===== src/rtl/gate_arb_pkg.sv =====
// Shared types and widths for the gate-bank arbiter family.
package gate_arb_pkg;

   typedef enum logic {
      IDLE  = 1'b0,
      DRIVE = 1'b1
   } state_t;

   localparam int unsigned GB_IN_W  = 4;
   localparam int unsigned GB_OUT_W = 10;
   localparam int unsigned STAT_W   = 16;

endpackage


===== src/rtl/gate_bank_arbiter_rr_pick.sv =====
// Combinational round-robin picker: one-hot grant for the first set request
// at or above ptr, wrapping past N-1 back to 0.
module rr_pick #(
   parameter int unsigned N     = 4,
   parameter int unsigned PTR_W = 2
) (
   input  logic [N-1:0]     req,
   input  logic [PTR_W-1:0] ptr,
   output logic [N-1:0]     grant
);

   logic [2*N-1:0] w_dbl_req;
   logic [N-1:0]   w_rot;
   logic [N-1:0]   w_low;
   logic [2*N-1:0] w_dbl_low;

   // Rotate so ptr lands at bit 0, isolate the lowest set bit, rotate back.
   always_comb begin
      w_dbl_req = {req, req} >> ptr;
      w_rot     = w_dbl_req[N-1:0];
      w_low     = w_rot & (~w_rot + N'(1));
      w_dbl_low = {w_low, w_low} << ptr;
      grant     = w_dbl_low[2*N-1:N];
   end

endmodule


===== src/rtl/gate_bank_arbiter.sv =====
// Round-robin arbiter sharing one 4-in/10-out gate bank among N_REQ requesters.
// Optional per-requester grant counters with `define GATE_ARB_STATS_EN.
module gate_bank_arbiter
   import gate_arb_pkg::*;
#(
   parameter int unsigned N_REQ = 4,
   parameter int unsigned ID_W  = 2
) (
   input  logic                        clk,
   input  logic                        rst,
   input  logic [N_REQ-1:0]            req_valid,
   input  logic [GB_IN_W*N_REQ-1:0]    req_operand,
   output logic [N_REQ-1:0]            req_ready,
   output logic                        gb_a,
   output logic                        gb_b,
   output logic                        gb_c,
   output logic                        gb_d,
   input  logic [GB_OUT_W-1:0]         gb_o,
   output logic                        rsp_valid,
   output logic [ID_W-1:0]             rsp_id,
   output logic [GB_OUT_W-1:0]         rsp_data
`ifdef GATE_ARB_STATS_EN
   ,
   output logic [STAT_W*N_REQ-1:0]     stat_grants
`endif
);

   state_t               r_state;
   state_t               w_next_state;
   logic [ID_W-1:0]      r_ptr;
   logic [ID_W-1:0]      r_id;
   logic [GB_IN_W-1:0]   r_gb;
   logic                 r_rsp_valid;
   logic [ID_W-1:0]      r_rsp_id;
   logic [GB_OUT_W-1:0]  r_rsp_data;

   logic [N_REQ-1:0]     w_pick;
   logic [N_REQ-1:0]     w_ready;
   logic                 w_hs;
   logic [ID_W-1:0]      w_win;
   logic [GB_IN_W-1:0]   w_win_op;
   logic [ID_W-1:0]      w_ptr_nxt;

   rr_pick #(
      .N     (N_REQ),
      .PTR_W (ID_W)
   ) u_rr_pick (
      .req   (req_valid),
      .ptr   (r_ptr),
      .grant (w_pick)
   );

   always_ff @(posedge clk) begin
      if (rst) r_state <= IDLE;
      else     r_state <= w_next_state;
   end

   always_comb begin
      w_next_state = r_state;
      w_ready      = '0;
      case (r_state)
         IDLE: begin
            w_ready = w_pick;
            if (|(req_valid & w_pick)) w_next_state = DRIVE;
         end
         DRIVE: begin
            w_next_state = IDLE;
         end
         default: w_next_state = IDLE;
      endcase
   end

   assign w_hs = |(req_valid & w_ready);

   always_comb begin
      w_win    = '0;
      w_win_op = '0;
      for (int unsigned i = 0; i < N_REQ; i++) begin
         if (w_ready[i]) begin
            w_win    = ID_W'(i);
            w_win_op = req_operand[GB_IN_W*i +: GB_IN_W];
         end
      end
      w_ptr_nxt = (w_win == ID_W'(N_REQ - 1)) ? '0 : w_win + ID_W'(1);
   end

   // r_gb doubles as the operand register; it is cleared when DRIVE ends so the bank sees 0 in IDLE.
   always_ff @(posedge clk) begin
      if (rst) begin
         r_gb        <= '0;
         r_id        <= '0;
         r_ptr       <= '0;
         r_rsp_valid <= 1'b0;
         r_rsp_id    <= '0;
         r_rsp_data  <= '0;
      end else begin
         r_rsp_valid <= 1'b0;
         if (r_state == IDLE) begin
            if (w_hs) begin
               r_gb  <= w_win_op;
               r_id  <= w_win;
               r_ptr <= w_ptr_nxt;
            end
         end else begin
            r_rsp_data  <= gb_o;
            r_rsp_id    <= r_id;
            r_rsp_valid <= 1'b1;
            r_gb        <= '0;
         end
      end
   end

   assign req_ready = w_ready;
   assign gb_a      = r_gb[3];
   assign gb_b      = r_gb[2];
   assign gb_c      = r_gb[1];
   assign gb_d      = r_gb[0];
   assign rsp_valid = r_rsp_valid;
   assign rsp_id    = r_rsp_id;
   assign rsp_data  = r_rsp_data;

`ifdef GATE_ARB_STATS_EN
   logic [STAT_W-1:0] r_stat [N_REQ];

   always_ff @(posedge clk) begin
      for (int unsigned i = 0; i < N_REQ; i++) begin
         if (rst) begin
            r_stat[i] <= '0;
         end else if (req_valid[i] && w_ready[i] && (r_stat[i] != '1)) begin
            r_stat[i] <= r_stat[i] + STAT_W'(1);
         end
      end
   end

   always_comb begin
      stat_grants = '0;
      for (int unsigned i = 0; i < N_REQ; i++) begin
         stat_grants[STAT_W*i +: STAT_W] = r_stat[i];
      end
   end
`endif

endmodule


===== config.mk =====
export PLATFORM = sky130hd
export DESIGN_NAME = gate_bank_arbiter
export DESIGN_NICKNAME = d
export VERILOG_FILES = /design/src/rtl/gate_arb_pkg.sv /design/src/rtl/gate_bank_arbiter_rr_pick.sv /design/src/rtl/gate_bank_arbiter.sv
export SDC_FILE = /design/constraint.sdc
export NUM_CORES = 1
export LEC_CHECK = 0
export BUFFER_PORTS_ARGS = -buffer_cell sky130_fd_sc_hd__buf_2
export CORE_UTILIZATION = 48
export DETAILED_ROUTE_END_ITERATION = 8
export PLACE_DENSITY = 0.83
export SLEW_MARGIN = 0
export SYNTH_ARGS = -nofsm -noshare
export SYNTH_HDL_FRONTEND = slang
export SYNTH_SLANG_ARGS = --single-unit

===== constraint.sdc =====
create_clock -name clk -period 4.46 [get_ports clk]
set_clock_uncertainty 0.15 [all_clocks]
set_input_delay 0.669 -clock clk [delete_from_list [all_inputs] [get_ports clk]]
set_output_delay 0.669 -clock clk [all_outputs]
set_load 0.03 [all_outputs]

Word level (Yosys, flattened, before mapping). Cells that the tools add are included.

Bits in registers: 22. Latch bits: 0. Bits in writable memories: 0. ROM bits: 0. Input bits: 32. Output and inout port bits: 21. Logic and storage cells: 33. Memories kept: 0.

Add/subtract/negate cells: 2. Multipliers: 0. Divide/modulo/power cells: 0. Magnitude comparators: 0. Equal/unequal tests: 1. Shift-type cells: 2. Muxes and demuxes: 12. Bitwise operators: 5. Reductions and logical operators: 4.

Operators by type and width (number): 4-bit 2-to-1 mux (5); 4-bit AND (3); 4-bit OR reduction (2); 8-bit by 2-bit left shift with 8-bit output (1); 8-bit by 2-bit right shift with 4-bit output (1); 2-bit 2-to-1 mux (3); 4-bit by 1-bit adder with 4-bit output, second input constant (1); 4-bit inverter (1); 1-bit 2-to-1 mux (3); 2-bit by 1-bit adder with 2-bit output, second input constant (1); 2-bit == test, second input constant (1); 1-bit case mux with 2 select lines (1); 2-bit AND reduction (1); 2-bit OR reduction (1); 1-bit inverter (1).

Logic depth before layout (Yosys ltp).
Depth in word-level cells: 11. Gate-level depth with buffers: 7. Mapped depth without buffers: 6.

Hierarchy. A second synthesis with hierarchy kept.

Cell total of the unflattened synthesis: 119. Area, all modules: 1078.5 um^2.

By module, submodules not included: gate_bank_arbiter (instances 1, cells an instance 103, area an instance 979.7 um^2); rr_pick (instances 1, cells an instance 16, area an instance 98.8 um^2).

Worst setup path before layout. OpenSTA, ideal clock, no wires.

Path type: input to output. Start point: in req_valid[1]. End point: out req_ready[3]. Data arrival time: 1637 ps. Data required time: 3641 ps. Path slack: 2004 ps. Stages on the path: 5. Cell sequence: nor2_2 -> o21ai_1 -> or2_1 -> buf_6 -> nor2_1.

Longest elaborated chain between the ends: 6.

Ends and longest elaborated chain: from (decl) (RTL line gate_bank_arbiter.sv:11) `input logic [N_REQ-1:0] req_valid,`; 8-bit by 2-bit right shift with 4-bit output (*) (RTL line gate_bank_arbiter_rr_pick.sv:19) `w_dbl_req = {req, req} >> ptr;`; 4-bit inverter (RTL line gate_bank_arbiter_rr_pick.sv:21) `w_low = w_rot & (~w_rot + N'(1));`; 4-bit by 1-bit adder with 4-bit output (RTL line gate_bank_arbiter_rr_pick.sv:21); 4-bit AND (*) (RTL line gate_bank_arbiter_rr_pick.sv:21); 8-bit by 2-bit left shift with 8-bit output (*) (RTL line gate_bank_arbiter_rr_pick.sv:22) `w_dbl_low = {w_low, w_low} << ptr;`; 4-bit 2-to-1 mux (*) (RTL line gate_bank_arbiter.sv:61) `case (r_state)`; to (decl) (RTL line gate_bank_arbiter.sv:13) `output logic [N_REQ-1:0] req_ready,`.

Every way passes the cells marked *; elsewhere a longest branch is shown, timed or not.

Worst setup path after layout.
Start point: reg r_state. End point: out req_ready[1].

Longest elaborated chain between the ends: 1.

Ends and longest elaborated chain: from (decl) (RTL line gate_bank_arbiter.sv:28) `state_t r_state;`; from (signal assigned) (RTL line gate_bank_arbiter.sv:55) `else r_state <= w_next_state;`; 4-bit 2-to-1 mux (RTL line gate_bank_arbiter.sv:61).

No other way between the ends.

==> metrics <==
cts bufs inserted=3; total power=0.5128 mW; final slew viol count=0; outcome=completed; ant diodes=0; Synth Area per Inst=9.136 um2; crit path kind=reg2out; met3 usage in global routing=2.181%; worst path required time=3.64 ns; Final Hold Viols=0; VDD IR max=0.0002261 V; All-Layer GR Usage=22.54%; post-synthesis register bit count=22; RSZ-0062 raised after global routing=false; Worst EP arrival=1.89 ns; wire per inst=13.16 um; gr ovfl total=0; DIE AREA=0.002400 mm2; Util after Layout=67.57%; yosys warns=0; Area growth syn-to-layout=28.93%; Fin Hold WS=0.3591 ns; first-pass GRT wire length=4.250 mm; Hold/Removal Path Class=reg2reg; root buf cell=clkbuf_4; post-synthesis sequential area ratio=41.56%; CTS tree=built; worst setup margin=1.755 ns; CTS H-tree depth=1; DR vias/cell=5.394; Initial Util=52.41%; # DRC=0; cell count after synthesis=116; ANT nets after route=0; ratio of cells with drive above 1 in the final layout=42.17%; Max-Cap Viols=0; # IOs=53; Core ar.=0.002022 mm2; clk sinks=22; count of different cell masters after synthesis=31; Post-CTS Setup Inserts=0; Rows=16; Worst Max-Slew Pin Slew=0.8525 ns; GRT met1 Usage=28.60%; GR peak layer=met2; NumNets Final=199; Place WS=1.895 ns; vias in the first global route=997; Max clock buf depth=2; CP Capture Type=output pin; Port Buf Inserts=52; Final setup viols=0; initial antenna violation count=0; gpl congestion=0.8222; Slew headroom=43.09%; via count=1041; die height=48.99 um; final wirelength=2.540 mm; Final Critical Period=2.705 ns; mapped cell area=0.001060 mm2; Final TNS setup=0 ns; DR pass1 iterations=4; Clock Latency Late Sink=0.31 ns; initial DRC count=20; Period Utilization, post-route=60.66%; met2 track demand over resource=39.81%; pwr dens=375.3 mW/mm2; Max Clock Freq=0.3696 GHz; Die X-Extent=48.99 um; crit-path max FO=17; hold_buf cts=0; leakage power=0.6535 nW; Synth Net Count=148; Setup crit start kind=register; HPWL Detailed=1.904 mm; cts repair resizes=0; largest net degree at the start of global routing=20; clk slew on worst S/H paths=0.13 ns
state kept, by name (all words and copies together), names as in the netlist:
name and count:
rsp_id 2, r_ptr 2, rsp_valid 1, r_gb 4, r_state 1, rsp_data 10
r_id 2
cells in the final DEF (no fill, tap or decap), types with 3 or more instances in the layout:
master / netlist / routed
nand2b_1: 3 / 3
nand2_1: 3 / 3
mux2i_1: 12 / 12
a21oi_1: 7 / 7
o21a_1: 3 / 3
buf_2: 2 / 52
a221oi_1: 4 / 4
dfxtp_1: 22 / 22
clkbuf_4: 0 / 3
nor2_1: 23 / 23
a22oi_1: 3 / 3
o31ai_2: 3 / 3
cell families (layout without fill, tap and decap cells):
| group | after synthesis | after routing | share of synthesized area [%] |
|---|---|---|---|
| flip-flops | 22 | 22 | 41.56 |
| AND/OR/NAND/NOR | 39 | 39 | 17.12 |
| multiplexers | 12 | 12 | 11.33 |
| buffers and inverters | 10 | 60 | 5.195 |
| AO/OA/AOI/OAI | 33 | 33 | 24.79 |
per-stage QoR:
stage / area (um2) / cells
2_1_floorplan: 1060 / 116
3_3_place_gp: 1314 / 189
3_5_place_dp: 1314 / 189
4_1_cts: 1366 / 193
5_1_grt: 1366 / 193
6_report: 1366 / 193
power breakdown:
| group | switching (mW) | leakage, nW | internal, mW |
|---|---|---|---|
| logic | 0.0791 | 0.445 | 0.0510 |
| registers | 0.0166 | 0.181 | 0.212 |
| clock network | 0.0632 | 0.0279 | 0.0908 |
| total | 0.159 | 0.653 | 0.354 |
routing by layer:
layer / part of all wire [%] / up-vias
met2: 52 / 42
met1: 42 / 478
met3: 4.8 / 2
li1: - / 519
met5: 0 / -
met4: 0.47 / 0
cell usage after synthesis:
| cell type | instances | area share (%) |
|---|---|---|
| nor4_2 | 1 | 1.2 |
| clkbuf_1 | 2 | 0.71 |
| a21oi_1 | 7 | 3.3 |
| o21ai_1 | 2 | 0.94 |
| nand2b_1 | 3 | 1.8 |
| mux2i_1 | 12 | 11 |
| buf_6 | 2 | 2.1 |
| nor2_1 | 23 | 8.1 |
| nand2_1 | 3 | 1.1 |
| a221oi_1 | 4 | 3.3 |
| nand2_2 | 2 | 1.2 |
| o211a_1 | 1 | 0.94 |
| buf_2 | 2 | 0.94 |
| nand3_1 | 1 | 0.47 |
| o22ai_1 | 2 | 1.2 |
| and2_1 | 1 | 0.59 |
| nor2_2 | 2 | 1.2 |
| inv_2 | 2 | 0.71 |
| a31oi_1 | 1 | 0.59 |
| nor3_1 | 2 | 0.94 |
| a22oi_1 | 3 | 2.1 |
| inv_1 | 2 | 0.71 |
| a311oi_2 | 1 | 1.4 |
| dfxtp_1 | 22 | 42 |
| or2_1 | 1 | 0.59 |
| o21a_1 | 3 | 2.1 |
| a21oi_2 | 1 | 0.83 |
| o31ai_2 | 3 | 3.5 |
| o21bai_1 | 1 | 0.71 |
| o21ai_0 | 2 | 0.94 |
| a221oi_2 | 2 | 2.8 |
cell type report:
cell class                      instances  area (um2)
Fill cell                             171       655.6
Timing Repair Buffer                   52       260.3
Tap cell                               27       33.78
Inverter                                4       15.01
Multi-Input combinational cell         84       564.3
Clock buffer                            3       22.52
Clock inverter                          1       30.03
Sequential cell                        22       440.4
worst max-delay path: stages (launching register included):
cell	delay (ns)
dfxtp_1	0.90
inv_1	0.27
nand2_2	0.17
inv_2	0.06
buf_2	0.17
worst paths after layout:
| path | startpoint | to | slack [ns] | cells after the start |
|---|---|---|---|---|
| worst max-delay path | r_state | req_ready[1] | 1.75 | 4 |
| worst min-delay path | rsp_data[2] | rsp_data[2] | 0.36 | 2 |
| worst max register to register | r_state | r_ptr[1] | 2.48 | 5 |
| worst min register to register | rsp_data[2] | rsp_data[2] | 0.36 | 2 |
No activity file was read; power rests on OpenSTA's default activity.
